## src/rtl/cache_pkg.sv

```systemverilog
// cache_pkg -- shared definitions for the cache_dados data cache.
//   * default geometry (ADDR_W / DATA_W / INDEX_W)
//   * FSM state encoding
//   * tag/index slicing helpers (word address = {tag, index})
package cache_pkg;

  localparam int ADDR_W_DEF  = 12;
  localparam int DATA_W_DEF  = 32;
  localparam int INDEX_W_DEF = 4;

  typedef enum logic [1:0] {
    IDLE      = 2'd0,
    COMPARE   = 2'd1,
    WRITEBACK = 2'd2,
    ALLOCATE  = 2'd3
  } state_t;

  // The line index is the low INDEX_W bits of the word address.
  function automatic logic [31:0] index_of(input logic [31:0] addr, input int index_w);
    return addr & ((32'd1 << index_w) - 32'd1);
  endfunction

  // The tag is everything above the index.
  function automatic logic [31:0] tag_of(input logic [31:0] addr, input int index_w);
    return addr >> index_w;
  endfunction

endpackage

```

## src/rtl/cache_dados_array.sv

```systemverilog
// cache_dados_array -- line storage for the direct-mapped cache.
// One word per line. Reads are asynchronous on 'index'; one write port
// updates every field of the addressed line on the rising clock edge.
// Ports:
//   clk, rst        clock, asynchronous active-high reset (clears valid/dirty)
//   index           line selected for both read and write
//   we              write strobe for the selected line
//   w_tag/w_data/w_valid/w_dirty   new contents of the line
//   rd_tag/rd_data/rd_valid/rd_dirty  current contents of the line
module cache_dados_array #(
  parameter int INDEX_W = 4,
  parameter int TAG_W   = 8,
  parameter int DATA_W  = 32
) (
  input  logic               clk,
  input  logic               rst,
  input  logic [INDEX_W-1:0] index,
  input  logic               we,
  input  logic [TAG_W-1:0]   w_tag,
  input  logic [DATA_W-1:0]  w_data,
  input  logic               w_valid,
  input  logic               w_dirty,
  output logic [TAG_W-1:0]   rd_tag,
  output logic [DATA_W-1:0]  rd_data,
  output logic               rd_valid,
  output logic               rd_dirty
);

  localparam int LINES = 1 << INDEX_W;

  logic [TAG_W-1:0]  tag_mem  [LINES];
  logic [DATA_W-1:0] data_mem [LINES];
  logic [LINES-1:0]  valid_q;
  logic [LINES-1:0]  dirty_q;

  // NOTE: sequential state is assigned with <= so every flop samples the
  // pre-edge values; blocking = here would create order-dependent logic.
  always_ff @(posedge clk or posedge rst) begin
    if (rst) begin
      valid_q <= '0;
      dirty_q <= '0;
    end else if (we) begin
      valid_q[index] <= w_valid;
      dirty_q[index] <= w_dirty;
    end
  end

  // NOTE: tag and data arrays are deliberately not reset; a cleared valid
  // bit makes their contents irrelevant and keeps them mappable to RAM.
  always_ff @(posedge clk) begin
    if (we) begin
      tag_mem[index]  <= w_tag;
      data_mem[index] <= w_data;
    end
  end

  assign rd_tag   = tag_mem[index];
  assign rd_data  = data_mem[index];
  assign rd_valid = valid_q[index];
  assign rd_dirty = dirty_q[index];

endmodule

```

## src/rtl/cache_dados.sv

```systemverilog
// cache_dados -- direct-mapped, write-back, write-allocate data cache
// between the MIPS Memory stage and main data memory (one word per line).
// Optional feature macro: CACHE_STATS_EN adds saturating hit/miss counters.
// Ports:
//   clk, rst                 clock, asynchronous active-high reset
//   address, data            core word address / store data (stable while stall)
//   r_en, w_en               core load / store request (store wins if both)
//   stall                    registered, high while a request is in progress
//   saida_cache              registered load data, valid when stall falls
//   mem_address              main-memory word address
//   mem_data_out             write-back data
//   mem_r_en, mem_w_en       memory read / write request, held until mem_ready
//   mem_data_in, mem_ready   refill data and one-cycle completion strobe
//   hit_count, miss_count    (CACHE_STATS_EN only) first-visit COMPARE outcomes
module cache_dados
  import cache_pkg::*;
#(
  parameter int ADDR_W  = ADDR_W_DEF,
  parameter int DATA_W  = DATA_W_DEF,
  parameter int INDEX_W = INDEX_W_DEF
) (
  input  logic              clk,
  input  logic              rst,
  input  logic [ADDR_W-1:0] address,
  input  logic [DATA_W-1:0] data,
  input  logic              r_en,
  input  logic              w_en,
  output logic              stall,
  output logic [DATA_W-1:0] saida_cache,
  output logic [ADDR_W-1:0] mem_address,
  output logic [DATA_W-1:0] mem_data_out,
  output logic              mem_r_en,
  output logic              mem_w_en,
  input  logic [DATA_W-1:0] mem_data_in,
  input  logic              mem_ready
`ifdef CACHE_STATS_EN
  ,
  output logic [31:0]       hit_count,
  output logic [31:0]       miss_count
`endif
);

  localparam int TAG_W = ADDR_W - INDEX_W;

  state_t             state;
  logic               op_store;
  logic               refill;    // set while re-entering COMPARE after a refill
  logic [INDEX_W-1:0] idx;
  logic [TAG_W-1:0]   tag_cur;

  logic [TAG_W-1:0]   rd_tag;
  logic [DATA_W-1:0]  rd_data;
  logic               rd_valid;
  logic               rd_dirty;
  logic               hit;

  logic               arr_we;
  logic [TAG_W-1:0]   w_tag;
  logic [DATA_W-1:0]  w_data;
  logic               w_valid;
  logic               w_dirty;

  assign idx     = INDEX_W'(index_of(32'(address), INDEX_W));
  assign tag_cur = TAG_W'(tag_of(32'(address), INDEX_W));
  assign hit     = rd_valid && (rd_tag == tag_cur);

  cache_dados_array #(
    .INDEX_W (INDEX_W),
    .TAG_W   (TAG_W),
    .DATA_W  (DATA_W)
  ) u_array (
    .clk      (clk),
    .rst      (rst),
    .index    (idx),
    .we       (arr_we),
    .w_tag    (w_tag),
    .w_data   (w_data),
    .w_valid  (w_valid),
    .w_dirty  (w_dirty),
    .rd_tag   (rd_tag),
    .rd_data  (rd_data),
    .rd_valid (rd_valid),
    .rd_dirty (rd_dirty)
  );

  // Line update: store hit, write-back completion, or refill completion.
  always_comb begin
    // NOTE: every output gets a default first so no path leaves it
    // unassigned, which would infer a latch.
    arr_we  = 1'b0;
    w_tag   = rd_tag;
    w_data  = rd_data;
    w_valid = rd_valid;
    w_dirty = rd_dirty;
    unique case (state)
      COMPARE: if (hit && op_store) begin
        arr_we  = 1'b1;
        w_data  = data;
        w_valid = 1'b1;
        w_dirty = 1'b1;
      end
      WRITEBACK: if (mem_ready) begin
        arr_we  = 1'b1;
        w_dirty = 1'b0;
      end
      ALLOCATE: if (mem_ready) begin
        arr_we  = 1'b1;
        w_tag   = tag_cur;
        w_data  = mem_data_in;
        w_valid = 1'b1;
        w_dirty = 1'b0;
      end
      default: ;
    endcase
  end

  always_ff @(posedge clk or posedge rst) begin
    if (rst) begin
      state        <= IDLE;
      op_store     <= 1'b0;
      refill       <= 1'b0;
      stall        <= 1'b0;
      saida_cache  <= '0;
      mem_address  <= '0;
      mem_data_out <= '0;
      mem_r_en     <= 1'b0;
      mem_w_en     <= 1'b0;
    end else begin
      unique case (state)
        IDLE: if (r_en || w_en) begin
          op_store <= w_en;   // store wins when both are requested
          stall    <= 1'b1;
          state    <= COMPARE;
        end
        COMPARE: if (hit) begin
          if (!op_store) saida_cache <= rd_data;
          stall  <= 1'b0;
          refill <= 1'b0;
          state  <= IDLE;
        end else begin
          refill <= 1'b1;
          if (rd_valid && rd_dirty) begin
            mem_w_en     <= 1'b1;
            mem_address  <= {rd_tag, idx};
            mem_data_out <= rd_data;
            state        <= WRITEBACK;
          end else begin
            mem_r_en    <= 1'b1;
            mem_address <= address;
            state       <= ALLOCATE;
          end
        end
        WRITEBACK: if (mem_ready) begin
          mem_w_en    <= 1'b0;
          mem_r_en    <= 1'b1;
          mem_address <= address;
          state       <= ALLOCATE;
        end
        ALLOCATE: if (mem_ready) begin
          mem_r_en <= 1'b0;
          state    <= COMPARE;
        end
        default: state <= IDLE;
      endcase
    end
  end

`ifdef CACHE_STATS_EN
  // Only the first COMPARE of a request is an outcome; the post-refill
  // re-compare always hits and is not counted.
  always_ff @(posedge clk or posedge rst) begin
    if (rst) begin
      hit_count  <= '0;
      miss_count <= '0;
    end else if (state == COMPARE && !refill) begin
      if (hit) begin
        if (hit_count != 32'hFFFF_FFFF) hit_count <= hit_count + 32'd1;
      end else begin
        if (miss_count != 32'hFFFF_FFFF) miss_count <= miss_count + 32'd1;
      end
    end
  end
`endif

endmodule

```

## config.mk

```make
export PLATFORM = sky130hd
export DESIGN_NAME = cache_dados
export DESIGN_NICKNAME = d
export VERILOG_FILES = /design/src/rtl/cache_pkg.sv /design/src/rtl/cache_dados_array.sv /design/src/rtl/cache_dados.sv
export SDC_FILE = /design/constraint.sdc
export NUM_CORES = 1
export LEC_CHECK = 0
export ABC_AREA = 1
export CELL_PAD_IN_SITES_DETAIL_PLACEMENT = 1
export CELL_PAD_IN_SITES_GLOBAL_PLACEMENT = 2
export CORE_UTILIZATION = 40
export CTS_CLUSTER_DIAMETER = 200
export CTS_CLUSTER_SIZE = 40
export DETAILED_ROUTE_END_ITERATION = 10
export DONT_BUFFER_PORTS = 1
export HOLD_SLACK_MARGIN = 0.06
export PLACE_DENSITY = 0.82
export SLEW_MARGIN = 20
export SYNTH_ARGS = -nofsm -noshare
export SYNTH_HDL_FRONTEND = slang
export SYNTH_SLANG_ARGS = --single-unit
```

## constraint.sdc

```tcl
create_clock -name clk -period 4.79 [get_ports clk]
set_input_delay 0.479 -clock clk [delete_from_list [all_inputs] [get_ports clk]]
set_output_delay 0.479 -clock clk [all_outputs]
set_load 0.05 [all_outputs]
```

== Yosys cells after proc, flatten, opt, wreduce, memory -nomap -nowiden ==
Memories as Yosys holds them, arrays and structs flattened.
Index checks and enable logic that the tools add are counted.

* $lt $le $gt $ge: 2
* Equal/unequal tests: 11
* Muxes and demuxes: 45
* Bitwise gates (word level): 2
* Reduce and logical (&&, ||, !) cells: 18

{| class="wikitable"
|+ Operators by type and width
! operator !! number
|-
| two-way mux 32 bit || 2
|-
| one-hot mux 32 bit (2 select lines) || 1
|-
| two-way mux 12 bit || 3
|-
| bitwise mux 16 bit || 2
|-
| one-hot mux 12 bit (2 select lines) || 1
|-
| two-way mux 1 bit || 20
|-
| two-way mux 8 bit || 2
|-
| AND reduction 3 bit || 5
|-
| != test 2 bit (second input constant) || 7
|-
| one-hot mux 1 bit (2 select lines) || 5
|-
| binary-select mux 1 bit (select 4 bit) || 2
|-
| equality test 8 bit || 1
|-
| two-way mux 2 bit || 4
|-
| one-hot mux 2 bit (4 select lines) || 1
|-
| less-than comparator 4 x 5 -> 1 bit (second input constant) || 1
|-
| AND reduction 5 bit || 1
|-
| demux 1 bit (select 4 bit) || 1
|-
| equality test 2 bit (second input constant) || 2
|-
| >= comparator 4 x 1 -> 1 bit (second input constant) || 1
|-
| logical AND 1 bit || 4
|-
| AND reduction 4 bit || 1
|-
| nonzero test 2 bit || 2
|-
| one-hot mux 1 bit (3 select lines) || 1
|-
| nonzero test 3 bit || 1
|-
| 6 further kinds || 7
|}

* Bits in registers: 114
* Memory bits (writable): 640
* Input bits: 81
* Output and inout bits: 79
* Logic and storage cells: 90
* Memories kept: 2

{| class="wikitable"
|+ Memories
! name !! depth !! bits a word !! rd ports !! clocked after Yosys merged registers in !! wr ports !! line !! RTL
|-
| u_array.data_mem || 16 || 32 || 1 || 0 || 1 || cache_dados_array.sv:32 || <nowiki>logic [DATA_W-1:0] data_mem [LINES];</nowiki>
|-
| u_array.tag_mem || 16 || 8 || 1 || 0 || 1 || cache_dados_array.sv:31 || <nowiki>logic [TAG_W-1:0] tag_mem [LINES];</nowiki>
|}

== Depth between registers and ports, before layout ==
Gate-level depths: netlist (run 1).

* Depth in word-level cells: 8
* Mapped depth: 21
* Depth with buffers taken out: 20

== Modules after synthesis ==
A second synthesis (run 1) with hierarchy kept.

* Cells, all modules: 3473
* Area total of the unflattened synthesis: 33022.9 um2

{| class="wikitable"
|+ Modules (own cells, without submodules)
! module !! instances !! cells each !! area an instance (um2) !! sequential area each (um2)
|-
| cache_dados_array || 1 || 2797 || 28250.8 || 20019.2
|-
| cache_dados || 1 || 676 || 4772.1 || 2052.0
|}

== Worst setup path before layout (run 1) ==
Ideal clock, no wire load.

* Kind: input to register
* Start point: input port address[0]
* End point: memory u_array.data_mem[10][0], enable pin
* Setup time: 0.394 ns
* Data arrival time: 2.873 ns
* Required time: 4.396 ns
* Setup slack: 1.523 ns
* Stages: 18
* Path buffers: 3
* Cell sequence: buf_4 buf_6 nand2_1 nand2_1 nand2_1 nand2_1 nand2_1 nand2_1 nor2_1 nand2_1 nand2_1 nand3_1 nor2_1 nand4_1 nand2_2 buf_6 nand3_2 inv_1

* Word-level cells in the longest chain between the ends: 8
* Elaborated cells between the ends (all ways): 10
* Classes of those cells: eq/ne: 1; mux: 6; reduce/logical: 2; memory: 1

{| class="wikitable"
|+ Ends and longest elaborated chain
! element !! line !! RTL
|-
| start, declared || cache_dados.sv:24 || <nowiki>input logic [ADDR_W-1:0] address,</nowiki>
|-
| memory (16 x 8 bit) / binary-select mux 1 bit (select 4 bit) (equally long branches) || -- ||
|-
| equality test 8 bit / two-way mux 1 bit (equally long branches) || cache_dados.sv:65, cache_dados_array.sv:59 ||
|-
| logical AND 1 bit || cache_dados.sv:65 || <nowiki>assign hit = rd_valid && (rd_tag == tag_cur);</nowiki>
|-
| logical AND 1 bit || cache_dados.sv:96 || <nowiki>COMPARE: if (hit && op_store) begin</nowiki>
|-
| two-way mux 1 bit || cache_dados.sv:96 ||
|-
| one-hot mux 1 bit (2 select lines) || cache_dados.sv:95 || <nowiki>unique case (state)</nowiki>
|-
| two-way mux 1 bit || cache_dados_array.sv:51 || <nowiki>if (we) begin</nowiki>
|-
| two-way mux 1 bit (implied by the code) || cache_dados_array.sv:53 || <nowiki>data_mem[index] <= w_data;</nowiki>
|-
| end, declared || cache_dados_array.sv:32 ||
|}

Parallel ways exist; a longest one is shown, timed or not. The select of a mux whose other input is x is not followed.

== Worst setup path in the final report (run 1) ==
* Start point: input port address[2]
* End point: memory u_array.data_mem[7][0], data pin

* Word-level cells in the longest chain between the ends: 6
* Elaborated cells between the ends (all ways): 10
* Classes of those cells: eq/ne: 1; mux: 5; reduce/logical: 2; memory: 2

{| class="wikitable"
|+ Ends and longest elaborated chain
! element !! line !! RTL
|-
| memory (16 x 8 bit) / binary-select mux 1 bit (select 4 bit) (equally long branches) || -- ||
|-
| equality test 8 bit / two-way mux 1 bit (equally long branches) || cache_dados.sv:65, cache_dados_array.sv:59 ||
|-
| logical AND 1 bit || cache_dados.sv:65 ||
|-
| logical AND 1 bit || cache_dados.sv:96 ||
|-
| two-way mux 32 bit || cache_dados.sv:96 ||
|-
| one-hot mux 32 bit (2 select lines) (*) || cache_dados.sv:95 ||
|-
| named net u_array.w_data[0] || cache_dados_array.sv:20 || <nowiki>input logic [DATA_W-1:0] w_data,</nowiki>
|}

The timed path passes the listed nets; every way through them passes the cells marked *. The select of a mux whose other input is x is not followed.

==> results.py, run 1 <==
metrics = {
    "status": {
        "outcome": "finished, final reports clean",
    },
    "yosys": {
        "synth.avg_cell_area_um2": 11.42,
        "synth_cell_types": 30,
        "synth_top_area_share_pct": 61.35,
        "syn_area_um2": 31330,
        "synth_seq_area_share_pct": 70.46,
        "ys_ff_latch": 754,
        "syn-num-nets": 2827,
        "ys_top_cells_by_area": "edfxtp_1 61%, nand2_1 11%, dfrtp_1 9.1%, nand3_1 6.2%, a22oi_1 3.2%",
        "ys_warn_count": 0,
        "synth_area_leader_cell": "edfxtp_1",
        "syn_inst": 2742,
    },
    "die": {
        "fp.coreArea_um2": 77470,
        "io_pins": 160,
        "die_h_um": 281.9,
        "start_util_pct": 40.44,
        "rows": 102,
        "die_x_um": 281.9,
        "dieArea_um2": 79440,
    },
    "clock_tree": {
        "h-tree-depth": 1,
        "cts_root_buffer": "clkbuf_16",
        "cts_tree": "done",
        "cts_sinks": 754,
        "cts_buffers": 22,
        "clockBufferDepth": 3,
        "clk_pin_slew_worst_paths_ps": 150,
        "insertion_delay_ps": 630,
    },
    "placed_design": {
        "gp_congestion": 0.8014,
        "io_buffers": 0,
        "placed_area_um2": 32630,
        "hpwl_um": 55500,
    },
    "setup_path": {
        "timing.rr.start": "u_array.tag_mem[4][3]$_DFFE_PP_",
        "cp-end-kind": "register",
        "crit_arrival_ps": 3870,
        "required_ps": 4960,
        "critPathKind": "primary input to register",
        "crit_fanout": 25,
        "crit_start": "address[2]",
        "start_kind": "primary input",
    },
    "hold_path": {
        "hold_path_startpoint": "r_en",
        "min_path_type": "primary input to register",
    },
    "sta": {
        "setup_tns_ps": 0,
        "fmax_mhz": 270.6,
        "tightest_slew_ps": 1024,
        "relSlewSlack_pct": 31.71,
        "rsz0062_at_grt": "no",
        "report.final.slew_viol_count": 0,
        "min_period_over_period_pct": 77.15,
        "hold_viol": 0,
        "period_minus_slack_ps": 3696,
        "timing.hold.ws_ps": 83.56,
        "clock_skew_ps": 31.33,
        "finalSetupViolCount": 0,
    },
    "detailed_routing": {
        "wire_per_inst_um": 26.41,
        "first_pass_iters": 5,
        "drcViolationCount": 0,
        "drt_wl_total_um": 98570,
        "vias": 21337,
        "drt_first_iter_violations": 2008,
        "drtAntennaViolNets": 0,
        "via_per_inst": 5.717,
    },
    "layout": {
        "nNetsFinal": 2759,
        "final_util_pct": 43.05,
        "synthToLayoutAreaGrowth_pct": 6.446,
        "fill_cells": 8259,
        "drive_gt1_share_pct": 6.283,
        "postLayoutCellArea_um2": 33350,
    },
    "flow_run": {
        "maxCapViolCount": 0,
    },
    "grt": {
        "globalRouteTotalUtil_pct": 24.45,
        "grt_pass1_wl_um": 143400,
        "grt_pass1_vias": 21817,
        "gr-total-overflow": 0,
        "grt_max_degree": 201,
        "antenna_found_initial": 3,
    },
    "power": {
        "p_leak_nw": 12.38,
        "power.density_nw_per_um2": 413.4,
        "ir_worst_vdd_uv": 244.7,
    },
}
-- report_power, final --
group          total [mW]  switching, mW  leakage [nW]  internal (mW)
sequential           8.51          0.331          7.36           8.18
combinational        2.46           1.98          4.71          0.475
clock                2.81           1.89         0.306          0.928
-- synthesized netlist by cell type --
master	number
a21oi_1	35
a22oi_1	132
buf_1	19
buf_2	24
buf_4	11
buf_6	14
clkbuf_1	85
clkinv_1	1
dfrtp_1	114
edfxtp_1	640
ha_1	4
inv_1	109
inv_2	10
nand2_1	915
nand2_2	6
nand2_4	2
nand3_1	388
nand3_2	10
nand4_1	35
nor2_1	74
nor2_2	6
nor2_4	4
nor3_1	2
o2111ai_1	1
o21a_1	32
o21ai_0	28
o21ai_1	9
o21ai_2	30
or2_2	1
xor2_1	1
-- worst max-delay path, stage by stage --
cell           delay [ps]
dlygate4sd3_1         550
inv_2                  50
nor2_4                360
nand2_1               100
nand2_1               160
nor2_1                120
nand2_1                90
inv_1                  40
nor2_1                130
nand3_1               100
nor2_1                100
buf_4                 120
nand2_1               130
inv_2                 590
nand2_1               120
nand3_1               110
nand3_1               490
-- worst paths after layout --
kind / end / slack [ps] / cells past startpoint
min reg2reg: u_array.dirty_q[8]$_DFFE_PP0P_ / 510 / 2
max reg2reg: u_array.data_mem[7][0]$_DFFE_PP_ / 1310 / 17
max: u_array.data_mem[7][0]$_DFFE_PP_ / 1090 / 17
min: op_store$_DFFE_PP0P_ / 80 / 3
min in group asynchronous: state[1]$_DFFE_PP0P_ / 190 / 2
max in group asynchronous: saida_cache[6]$_DFFE_PP0P_ / 3610 / 3
-- metrics by stage --
stage          worst slack, ps  power (mW)  cells
4_1_cts                   1108       13.83   3730
6_report                  1094       13.78   3732
5_1_grt                  896.8       14.23   3730
3_5_place_dp             810.2       11.08   3683
3_3_place_gp             909.6       10.92   3682
2_1_floorplan             1295       10.10   2742
-- kinds of logic after synthesis --
kind of cell | after synthesis | share of synthesized area (%)
buffers and inverters | 273 | 3.834
adder cells (fa/ha/maj) | 4 | 0.1598
AND/OR/NAND/NOR | 1443 | 19.58
flip-flops | 754 | 70.46
AO/OA/AOI/OAI | 267 | 5.947
XOR/XNOR | 1 | 0.02796
-- per-layer routing --
metal  global-route usage, %  vias to the layer above  share of wire [%]
met5                       0                        -              0.032
met4                   9.114                        6                4.1
met3                   2.420                      155                5.4
met2                   41.23                      681                 49
met1                   32.67                    11097                 42
li1                        -                     9398                  -
-- final cells by class --
type                            count  area (µm²)  share of cell area, %
Tap cell                         1040        1301                  3.902
Inverter                          120       452.9                  1.358
Timing Repair Buffer               61       775.7                  2.326
Multi-Input combinational cell   1715        8095                  24.28
Clock buffer                       39       635.6                  1.906
Clock inverter                      1       8.758                0.02627
Sequential cell                   754       22070                  66.19
Antenna cell                        2       5.005                0.01501
-- what timing repair did --
item                                   4_1_cts  5_1_grt
endpoints found under the hold margin       84        0
buffers inserted                             0        0
gates resized for setup                      0        0
hold buffers                                 7        0
-- state kept, by name, indices dropped and copies added, names as in the netlist --
| name | count |
|---|---|
| u_array.data_mem | 512 |
| u_array.valid_q | 16 |
| saida_cache | 32 |
| state | 2 |
| op_store | 1 |
| mem_w_en | 1 |
| u_array.tag_mem | 128 |
| stall | 1 |
| mem_address | 12 |
| mem_r_en | 1 |
| u_array.dirty_q | 16 |
| mem_data_out | 32 |
-- cells in the final DEF, fill, tap and decap left out, types with 10 or more instances in the layout --
| cell | count |
|---|---|
| nor2_4 | 10 |
| clkbuf_16 | 23 |
| edfxtp_1 | 640 |
| o21ai_0 | 27 |
| buf_12 | 24 |
| a21oi_1 | 35 |
| clkbuf_1 | 16 |
| o21ai_2 | 31 |
| buf_4 | 30 |
| inv_1 | 91 |
| dfrtp_1 | 114 |
| inv_2 | 27 |
| nand2_1 | 915 |
| nand3_2 | 10 |
| o21a_1 | 32 |
| nand4_1 | 35 |
| nand3_1 | 388 |
| nor2_1 | 72 |
| a22oi_1 | 132 |
(Power assumes the default switching activity.)
==> run 2: changes to the inputs <==
- CORE_UTILIZATION: 40 -> 39
- PLACE_DENSITY: 0.82 -> 0.83
- clock period: 4.79 -> 3.1 ns (I/O delays scaled with it)
==> run 2 against run 1 <==
Compared with the run above:
- register-to-register slack got worse by 1100 ps
- clock skew increased by 10 ps
- first-iteration DRC count increased by 1.3%
- sequential cell count unchanged
- core utilization increased by 1.1 points
- global-route usage about the same
- die area increased by 2.5%
- clock power increased by 56%
- power increased by 58%
- worst setup slack got worse by 950 ps
- combinational power increased by 77%
- via count increased by 4.3%
- critical endpoint is now u_array.data_mem[6][18]$_DFFE_PP_
==> results.py, run 2 (same netlist as run 1, synthesis figures left out) <==
metrics = {
    "die": {
        "die_x_um": 285.4,
        "io_pins": 160,
        "start_util_pct": 39.52,
        "fp.coreArea_um2": 79260,
        "die_h_um": 285.4,
        "rows": 103,
        "dieArea_um2": 81460,
    },
    "status": {
        "outcome": "finished, final reports clean",
    },
    "detailed_routing": {
        "vias": 22244,
        "drt_wl_total_um": 101900,
        "via_per_inst": 5.708,
        "drcViolationCount": 0,
        "first_pass_iters": 7,
        "drt_first_iter_violations": 2035,
        "wire_per_inst_um": 26.14,
        "drtAntennaViolNets": 0,
    },
    "setup_path": {
        "start_kind": "primary input",
        "timing.rr.start": "u_array.tag_mem[7][4]$_DFFE_PP_",
        "critPathKind": "primary input to register",
        "crit_fanout": 16,
        "crit_arrival_ps": 3320,
        "r2r_slack_ps": 230,
        "required_ps": 3470,
        "cp-end-kind": "register",
        "crit_start": "address[3]",
    },
    "clock_tree": {
        "h-tree-depth": 1,
        "clk_pin_slew_worst_paths_ps": 160,
        "cts_sinks": 754,
        "cts_buffers": 22,
        "cts_tree": "done",
        "insertion_delay_ps": 640,
        "cts_root_buffer": "clkbuf_16",
        "cts_setup_buffers": 0,
        "clockBufferDepth": 3,
    },
    "sta": {
        "timing.hold.ws_ps": 111.3,
        "fmax_mhz": 338.9,
        "relSlewSlack_pct": 54.04,
        "tightest_slew_ps": 687.8,
        "setup_tns_ps": 0,
        "min_period_over_period_pct": 95.19,
        "rsz0062_at_grt": "no",
        "clock_skew_ps": 41.44,
        "finalSetupViolCount": 0,
        "hold_viol": 0,
        "period_minus_slack_ps": 2951,
        "report.final.slew_viol_count": 0,
    },
    "grt": {
        "globalRouteTotalUtil_pct": 24.49,
        "antenna_found_initial": 4,
        "grt_pass1_vias": 22943,
        "grt_max_degree": 201,
        "grt_pass1_wl_um": 149800,
        "gr-total-overflow": 0,
    },
    "layout": {
        "drive_gt1_share_pct": 11.15,
        "largest_register": "u_array.data_mem",
        "final_cell_mix": "914 x nand2_1, 640 x edfxtp_1, 388 x nand3_1, 139 x buf_4, 132 x a22oi_1",
        "synthToLayoutAreaGrowth_pct": 11.72,
        "final_common_cell": "nand2_1",
        "postLayoutCellArea_um2": 35000,
        "fin_cells": 3897,
        "largestRegisters": "u_array.data_mem (512), u_array.tag_mem (128)",
        "largest_reg_flops": 512,
        "nNetsFinal": 2913,
    },
    "placed_design": {
        "hpwl_um": 64160,
        "io_buffers": 0,
        "gp_congestion": 0.8802,
        "place_inst": 3838,
        "placed_area_um2": 34180,
    },
    "power": {
        "p_switching_mw": 6.588,
        "clockPowerShare_pct": 20.0,
        "ir_worst_vdd_uv": 513.9,
        "power.total_mw": 21.82,
        "switching_share_pct": 30.20,
        "p_leak_nw": 13.24,
        "power.density_nw_per_um2": 623.4,
        "seq_power_share_pct": 60.1,
        "p_int_mw": 15.23,
        "p_comb_share_pct": 19.9,
    },
    "hold_path": {
        "min_path_type": "primary input to register",
        "hold_path_startpoint": "address[0]",
    },
    "flow_run": {
        "maxCapViolCount": 0,
    },
}
==> run 2: power groups by stage <==
stage / Clock [mW] / Combinational [mW] / Sequential, mW
6_report: 4.37 / 4.35 / 13.1
5_1_grt: 4.68 / 4.71 / 13.1
3_5_place_dp: 0 / 4.30 / 13.3
3_3_place_gp: 0 / 4.07 / 13.3
4_1_cts: 4.44 / 4.34 / 13.1
2_1_floorplan: 0 / 2.31 / 13.3
==> run 2: layer usage <==
metal  global-route usage (%)  vias to the layer above  wire length, µm
met3                    2.528                      146             5826
met2                    41.92                      791            50440
met4                    7.433                        4             3157
met5                        0                        -               15
li1                         -                     9699                -
met1                    32.86                    11604            42430
==> run 2: area by class of cell <==
type	count	area, µm²
Clock buffer	39	635.6
Clock inverter	1	8.758
Multi-Input combinational cell	1715	8102
Fill cell	8448	44260
Tap cell	1050	1314
Sequential cell	754	22070
Antenna cell	3	7.507
Timing Repair Buffer	215	2405
Inverter	120	454.2
==> run 2: critical path: stages <==
cell           delay, ps
dlygate4sd3_1        550
inv_2                 60
nor2_4               360
nand2_1              180
nand2_1              140
nor2_1                80
nand2_1               80
nand2_1               80
nor2_1               220
nand3_1              130
nor2_2               140
nand2_2              140
inv_2                190
buf_4                210
nand2_1               80
nand3_1               70
nand3_1               90
buf_4                200
==> run 2: path summary, 6_finish.rpt <==
check / to / cells past startpoint
worst min register to register: u_array.valid_q[3]$_DFFE_PP0P_ / 2
worst min-delay path: mem_address[0]$_DFFE_PP0P_ / 3
worst max-delay path: u_array.data_mem[6][18]$_DFFE_PP_ / 18
worst max register to register: u_array.data_mem[6][18]$_DFFE_PP_ / 21
min in group asynchronous: u_array.dirty_q[4]$_DFFE_PP0P_ / 3
max in group asynchronous: mem_data_out[1]$_DFFE_PP0P_ / 3
==> run 2: per-stage QoR <==
step	utilization [%]	setup slack (ps)
after floorplan	-	1.871
after global placement	43.12	-113.2
after detailed placement	43.12	-170.5
after CTS	44.13	70.91
after global routing	44.15	7.651
final	44.16	149.0
==> run 2: timing repair <==
item                                    in CTS  in global routing
endpoints found under the setup margin       0                515
endpoints found under the hold margin      131                  0
hold buffers                                16                  0
resized for setup                            0                  5
